===== src/rtl/board_pkg.sv =====
// Shared types and the per-cell LED decode for the board lights animator.
package board_pkg;

  typedef enum logic [1:0] {
    CELL_EMPTY = 2'b00,
    CELL_X     = 2'b01,
    CELL_O     = 2'b10,
    CELL_BOTH  = 2'b11
  } cell_t;

  typedef enum logic [1:0] {
    RES_PLAY = 2'b00,
    RES_WIN  = 2'b01,
    RES_TIE  = 2'b10,
    RES_RSVD = 2'b11
  } result_kind_t;

  typedef enum logic [1:0] {
    IDLE  = 2'b00,
    LOAD  = 2'b01,
    BLINK = 2'b10
  } lights_state_t;

  // Returns {o_led, x_led} for one cell; the caller replicates it across all CELLS.
  function automatic logic [1:0] decode_cells(input cell_t code);
    decode_cells = {(code == CELL_O) || (code == CELL_BOTH),
                    (code == CELL_X) || (code == CELL_BOTH)};
  endfunction

endpackage


===== src/rtl/board_lights_animator_timer.sv =====
// Blink pacing: prescaler down-counter feeding a toggle down-counter.
module lights_blink_timer
  import board_pkg::*;
#(
  parameter int BLINK_TOGGLES = 20,
  parameter int HOLD_CYCLES   = 1
) (
  input  logic clk,
  input  logic rst,
  input  logic start,
  output logic tick,
  output logic last
);

  localparam int TW = $clog2(BLINK_TOGGLES + 1);
  localparam int PW = (HOLD_CYCLES > 1) ? $clog2(HOLD_CYCLES) : 1;

  logic [TW-1:0] toggles_left;
  logic [PW-1:0] prescaler;

  // Idle when toggles_left is 0; both counters stop there instead of wrapping.
  assign tick = (toggles_left != '0) && (prescaler == '0);
  assign last = tick && (toggles_left == TW'(1));

  always_ff @(posedge clk) begin
    if (rst) begin
      toggles_left <= '0;
      prescaler    <= '0;
    end else if (start) begin
      toggles_left <= TW'(BLINK_TOGGLES);
      prescaler    <= PW'(HOLD_CYCLES - 1);
    end else if (toggles_left != '0) begin
      if (prescaler == '0) begin
        prescaler    <= PW'(HOLD_CYCLES - 1);
        toggles_left <= toggles_left - TW'(1);
      end else begin
        prescaler <= prescaler - PW'(1);
      end
    end
  end

endmodule


===== src/rtl/board_lights_animator.sv =====
// Board LED refresher: decodes cells to LEDs and blinks the result when the game ends.
//   state | meaning
//   IDLE  | lights held, waiting for refresh_req
//   LOAD  | drive decoded board, decide plain refresh or animation
//   BLINK | toggle result mask on each timer tick until the last one
module board_lights_animator
  import board_pkg::*;
#(
  parameter int CELLS         = 9,
  parameter int BLINK_TOGGLES = 20,
  parameter int HOLD_CYCLES   = 1,
  parameter bit CLEAR_AT_END  = 1'b1
) (
  input  logic                  clk,
  input  logic                  rst,
  input  logic                  refresh_req,
  input  logic [CELLS-1:0][1:0] cells,
  input  logic [1:0]            result_kind,
  input  logic                  win_player,
  input  logic [CELLS-1:0]      win_mask,
  output logic [2*CELLS-1:0]    lights,
  output logic                  refresh_done,
  output logic                  busy
);

  localparam int LW = 2 * CELLS;

  lights_state_t         state, state_n;
  logic [CELLS-1:0][1:0] cells_q;
  result_kind_t          kind_q;
  logic                  player_q;
  logic [CELLS-1:0]      win_q;
  logic [LW-1:0]         base_q, base_n, lights_n, decoded, toggle_mask;
  logic                  done_n, capture, start, tick, last;

  for (genvar i = 0; i < CELLS; i++) begin : g_dec
    assign {decoded[CELLS+i], decoded[i]} = decode_cells(cell_t'(cells_q[i]));
  end

  always_comb begin
    toggle_mask = '0;
    case (kind_q)
      RES_TIE: toggle_mask = '1;
      RES_WIN: toggle_mask = player_q ? {{CELLS{1'b0}}, win_q} : {win_q, {CELLS{1'b0}}};
      default: toggle_mask = '0;
    endcase
  end

  lights_blink_timer #(
    .BLINK_TOGGLES(BLINK_TOGGLES),
    .HOLD_CYCLES  (HOLD_CYCLES)
  ) u_timer (
    .clk  (clk),
    .rst  (rst),
    .start(start),
    .tick (tick),
    .last (last)
  );

  always_comb begin
    state_n  = state;
    lights_n = lights;
    base_n   = base_q;
    done_n   = 1'b0;
    capture  = 1'b0;
    start    = 1'b0;
    case (state)
      IDLE: begin
        if (refresh_req) begin
          capture = 1'b1;
          state_n = LOAD;
        end
      end
      LOAD: begin
        lights_n = decoded;
        base_n   = decoded;
        if ((kind_q == RES_WIN) || (kind_q == RES_TIE)) begin
          start   = 1'b1;
          state_n = BLINK;
        end else begin
          done_n  = 1'b1;
          state_n = IDLE;
        end
      end
      BLINK: begin
        if (tick) begin
          if (last) begin
            lights_n = CLEAR_AT_END ? '0 : base_q;
            done_n   = 1'b1;
            state_n  = IDLE;
          end else begin
            lights_n = lights ^ toggle_mask;
          end
        end
      end
      default: state_n = IDLE;
    endcase
  end

  always_ff @(posedge clk) begin
    if (rst) begin
      state        <= IDLE;
      lights       <= '0;
      refresh_done <= 1'b0;
      busy         <= 1'b0;
      base_q       <= '0;
      cells_q      <= '0;
      kind_q       <= RES_PLAY;
      player_q     <= 1'b0;
      win_q        <= '0;
    end else begin
      state        <= state_n;
      lights       <= lights_n;
      refresh_done <= done_n;
      busy         <= (state_n != IDLE);
      base_q       <= base_n;
      if (capture) begin
        cells_q  <= cells;
        kind_q   <= result_kind_t'(result_kind);
        player_q <= win_player;
        win_q    <= win_mask;
      end
    end
  end

endmodule


===== config.mk =====
export PLATFORM = sky130hd
export DESIGN_NAME = board_lights_animator
export DESIGN_NICKNAME = d
export VERILOG_FILES = /design/src/rtl/board_pkg.sv /design/src/rtl/board_lights_animator_timer.sv /design/src/rtl/board_lights_animator.sv
export SDC_FILE = /design/constraint.sdc
export NUM_CORES = 1
export LEC_CHECK = 0
export ABC_AREA = 1
export ABC_CLOCK_PERIOD_IN_PS = 1800
export CORE_AREA = 5 5 108 110
export DETAILED_ROUTE_END_ITERATION = 8
export DIE_AREA = 0 0 113 115
export GPL_ROUTABILITY_DRIVEN = 0
export PLACE_DENSITY = 0.62
export SLEW_MARGIN = 40
export SYNTH_ARGS = -nofsm -noshare
export SYNTH_HDL_FRONTEND = slang
export SYNTH_SLANG_ARGS = --single-unit

===== constraint.sdc =====
create_clock -name clk -period 1.8 [get_ports clk]
set_clock_uncertainty 0.1 [all_clocks]
set_input_delay 0.27 -clock clk [delete_from_list [all_inputs] [get_ports clk]]
set_output_delay 0.27 -clock clk [all_outputs]
set_load 0.02 [all_outputs]

# Word-level counts from Yosys, hierarchy flattened
# Cells that the tools add are included.
# Widths: inputs -> output; s select.
[op_classes]
n_addsub = 2
n_eq_ne = 34
mux = 22
n_bitwise = 2
n_reduce_logical = 30
[ops]
columns = ["op", "n"]
rows = [
  ["$pmux 18 s2", 2],
  ["$mux 18", 3],
  ["$eq 2x2->1 const B", 20],
  ["$eq 2x1->1 const B", 11],
  ["$logic_or 1x1->1", 19],
  ["$xor 18x18->18", 1],
  ["$mux 5", 3],
  ["$mux 1", 8],
  ["$mux 2", 4],
  ["$pmux 2 s3", 1],
  ["$reduce_and 2->1", 3],
  ["$reduce_bool 2->1", 3],
  ["$eq 5x1->1 const B", 1],
  ["$reduce_bool 5->1", 1],
  ["$sub 5x1->5 const B", 1],
  ["$logic_and 1x1->1", 2],
  ["$logic_not 2->1", 1],
  ["$ne 2x1->1 const B", 1],
  ["$ne 2x2->1 const B", 1],
  ["$pmux 1 s2", 1],
  ["$reduce_or 2->1", 1],
  ["$not 1->1", 1],
  ["$sub 1x1->1 const B", 1],
]
[word_totals]
register_bits = 58
input_bits = 33
word_cells = 109

# Longest topological paths before layout
[logic_depth]
depth_word = 7
mapped_depth = 10

# By module
# Synthesis repeated with hierarchy kept, for this count alone.
[unflattened]
hier_cells = 423
hier_area_um2 = 2890.3
[by_module_without_submodules]
columns = ["mod", "instances", "cells_each", "area_each_um2"]
rows = [
  ["board_lights_animator", 1, 383, 2606.2],
  ["lights_blink_timer", 1, 40, 284.0],
]

# Worst setup path before layout
# No wires, ideal clock.
[synth_path]
path_type = "register to register"
startpoint = "register u_timer.toggles_left[0]"
endpoint = "register lights[17]"
setup_ns = 0.117
t_arrival_ns = 1.318
required_time_ns = 1.583
setup_slack_ns = 0.264
stages_incl_launch_ff = 10
synth_period_minus_slack_ns = 1.536
cell_sequence = "dfxtp_1 > inv_1 > ha_1 > nor2_1 > nand3_2 > nand2_2 > inv_4 > buf_12 > nand3_2 > a21oi_2"
[synth_between]
elab_chain_cells = 6
elab_cells_between_ends = 9
classes_between = "2 x eq/ne; 3 x mux; 4 x reduce/logical"
[synth_rtl]
columns = ["item", "line", "text"]
rows = [
  ["from (decl)", "board_lights_animator_timer.sv:18", "logic [TW-1:0] toggles_left;"],
  ["from (signal assigned)", "board_lights_animator_timer.sv:30", "toggles_left <= TW'(BLINK_TOGGLES);"],
  ["from (signal assigned)", "board_lights_animator_timer.sv:35", "toggles_left <= toggles_left - TW'(1);"],
  ["$reduce_bool 5->1", "board_lights_animator_timer.sv:22", "assign tick = (toggles_left != '0) && (prescaler == '0);"],
  ["$logic_and 1x1->1", "board_lights_animator_timer.sv:22", ""],
  ["$logic_and 1x1->1", "board_lights_animator_timer.sv:23", "assign last = tick && (toggles_left == TW'(1));"],
  ["$mux 18", "board_lights_animator.sv:87", "if (last) begin"],
  ["$mux 18", "board_lights_animator.sv:86", "if (tick) begin"],
  ["$pmux 18 s2", "board_lights_animator.sv:67", "case (state)"],
  ["to (signal assigned)", "board_lights_animator.sv:113", "lights <= lights_n;"],
  ["to (decl)", "board_lights_animator.sv:21", "output logic [2*CELLS-1:0] lights,"],
]
# Several ways; a longest one is shown, not always the timed one. The select of a mux whose other input is x is not followed.
# A chain may end at the register's enable or synchronous reset.

# Final worst setup path
[layout_path]
startpoint = "register lights[8]"
endpoint = "output port lights[8]"
# No word-level cell between the ends.

==> results.sh <==
export IMPL_insertion_delay_ns=0.33
export IMPL_grtUsageTotal_pct=12.7
export IMPL_first_iter_violations=153
export IMPL_grt_pass1_vias=2819
export IMPL_nNetsFinal=527
export IMPL_port_buffers=52
export IMPL_slew_violations=0
export IMPL_grt_max_degree=33
export IMPL_yosys_warnings=0
export IMPL_crit_required_ns=1.43
export IMPL_finalSetupTns_ns=0
export IMPL_die_y_um=115
export IMPL_cts_made_buffers=9
export IMPL_final_area_um2=3950
export IMPL_ys_types=31
export IMPL_diodes=0
export IMPL_pin_count=53
export IMPL_clkSinkCount=57
export IMPL_dp_hpwl_um=5950
export IMPL_cts_resized=0
export IMPL_synth_cells=435
export IMPL_period_share_pct=96.1
export IMPL_syn2layout_area_growth_pct=27.0
export IMPL_crit_type="reg -> out"
export IMPL_ys_seq_area_share_pct=36.7
export IMPL_antenna_found_initial=0
export IMPL_cts_hold_buf=0
export IMPL_setup_slack_ns=0.0709
export IMPL_clk_pin_slew_ns=0.07
export IMPL_whs_ns=0.385
export IMPL_vias=2898
export IMPL_drc_errors=0
export IMPL_synthesis_area_um2=3110
export IMPL_place_ws_ns=0.148
export IMPL_cap_violations=0
export IMPL_drt_total_wl_um=8080
export IMPL_fin_util_pct=37.3
export IMPL_synth_fp_nets=477
export IMPL_slowest_stage="clkdlybuf4s50_1"
export IMPL_mostFrequentLayoutCell="nand2_1"
export IMPL_critPathMaxStageDelay_ns=0.66
export IMPL_end_kind="output pin"
export IMPL_cts_path_max_buffers=2
export IMPL_synth_edff_count=0
export IMPL_ys_seq_elements=57
export IMPL_core_area_um2=10600
export IMPL_placedInstanceArea_um2=3750
export IMPL_antenna_left=0
export IMPL_hold_viol_final=0
export IMPL_status="completed"
export IMPL_max_vdd_ir_drop_v=0.000512
export IMPL_critPathTopFamily="buffers and inverters"
export IMPL_cp_max_fo=3
export IMPL_slew_limit_headroom_pct=74.2
export IMPL_avgViaCountPerCell=4.60
export IMPL_rows=38
export IMPL_post_cts_buffers=0
export IMPL_syn_area_per_cell_um2=7.15
export IMPL_wl_per_cell_um=12.8
export IMPL_cp_num_buf_inv=1
export IMPL_start_util_pct=29.3
export IMPL_clock_fmax_mhz=578
export IMPL_p_leak_nw=1.70
export IMPL_first_pass_iters=4
export IMPL_min_period_ns=1.73
export IMPL_grt_pass1_wl_um=13400
export IMPL_worstPathCellList="clkdlybuf4s50_1"
export IMPL_grt_ovfl_total=0
export IMPL_tritoncts="yes"
export IMPL_worstHoldPathType="reg -> reg"
export IMPL_async_flop_share_pct=0
export IMPL_rsz0062_at_grt="no"
export IMPL_cp_arrival_ns=1.36
export IMPL_die_w_um=113
export IMPL_drive_above_1_share_pct=16.9
export IMPL_power_density_nw_per_um2=1130
export IMPL_final_cell_mix="nand2_1, nor2_1, dfxtp_1"
export IMPL_dieArea_um2=13000
export IMPL_setup_viol=0
export IMPL_startpoint_type="flop"
export IMPL_ys_flop_type="dfxtp_1"
export IMPL_root_buffer="clkbuf_8"
export IMPL_worst_pin_slew_ns=0.386
export IMPL_htreeDepth=3
-- logic make-up after synthesis --
| kind of cell | Yosys count | share of synthesized area [%] |
|---|---|---|
| AND/OR/NAND/NOR | 234 | 35.6 |
| AO/OA/AOI/OAI | 74 | 14.2 |
| buffers and inverters | 59 | 9.29 |
| flip-flops | 57 | 36.7 |
| adder cells (fa/ha/maj) | 9 | 3.62 |
| XOR/XNOR | 2 | 0.563 |
-- path summary, 6_finish.rpt --
path	slack, ns	endpoint	start	cells after the start
max reg2reg	0.14	lights[1]$_SDFFE_PP0P_	kind_q[0]$_SDFFE_PP0P_	8
min reg2reg	0.38	kind_q[0]$_SDFFE_PP0P_	kind_q[0]$_SDFFE_PP0P_	2
min	0.38	kind_q[0]$_SDFFE_PP0P_	kind_q[0]$_SDFFE_PP0P_	2
max	0.07	lights[8]	lights[8]$_SDFFE_PP0P_	1
-- synth_stat cells (2+ instances only) --
cell | count | area share [%]
nand2_1 | 87 | 10
nor2_1 | 61 | 7.4
dfxtp_1 | 57 | 37
nand3_1 | 48 | 7.7
o21ai_0 | 39 | 6.3
inv_1 | 32 | 3.9
a21oi_2 | 18 | 5.1
nand2_2 | 18 | 3.6
nand3_2 | 11 | 3.5
buf_2 | 10 | 1.6
o21ai_1 | 10 | 1.6
ha_1 | 9 | 3.6
a21oi_1 | 5 | 0.80
clkbuf_1 | 5 | 0.60
nand2_4 | 4 | 1.4
inv_2 | 3 | 0.36
buf_12 | 2 | 1.3
buf_6 | 2 | 0.72
nor3_1 | 2 | 0.32
-- power by group --
| part | internal [mW] | leakage [nW] | total, mW | switching (mW) |
|---|---|---|---|---|
| logic | 0.644 | 1.14 | 1.61 | 0.969 |
| registers | 1.48 | 0.471 | 1.67 | 0.186 |
| clock network | 0.635 | 0.0912 | 1.17 | 0.540 |
| total | 2.76 | 1.70 | 4.45 | 1.69 |
-- worst min-delay path, stage by stage, from the launching register on --
cell and delay (ns):
dfxtp_1 0.31, inv_1 0.07, a21oi_1 0.06
-- routing by layer --
layer,track usage [%],vias up,part of all wire (%)
li1,-,1503,-
met1,16.3,1338,48
met2,21.0,45,48
met3,2.63,12,2.4
met4,5.13,0,2.1
met5,0,-,0
-- cell type report --
type                       instances  area [um^2]
clock buffer                       9          124
clock inverter                     7         71.3
fill                            1126         6650
inverter                          37          141
multi-input combinational        319         1680
sequential                        57         1140
tap                              140          175
timing repair buffer              61          616
-- sequential cells by signal, summed over array words and instances, names as in the netlist --
signal,cells
busy,1
cells_q,18
kind_q,2
lights,18
player_q,1
refresh_done,1
state,2
u_timer.toggles_left,5
win_q,9
-- metrics by stage --
step | total power, mW | std cells
after floorplan | 2.82 | 435
after global placement | 3.26 | 614
after detailed placement | 3.31 | 614
after CTS | 4.50 | 630
after global routing | 4.78 | 630
final | 4.45 | 630
(Power assumes the default switching activity.)
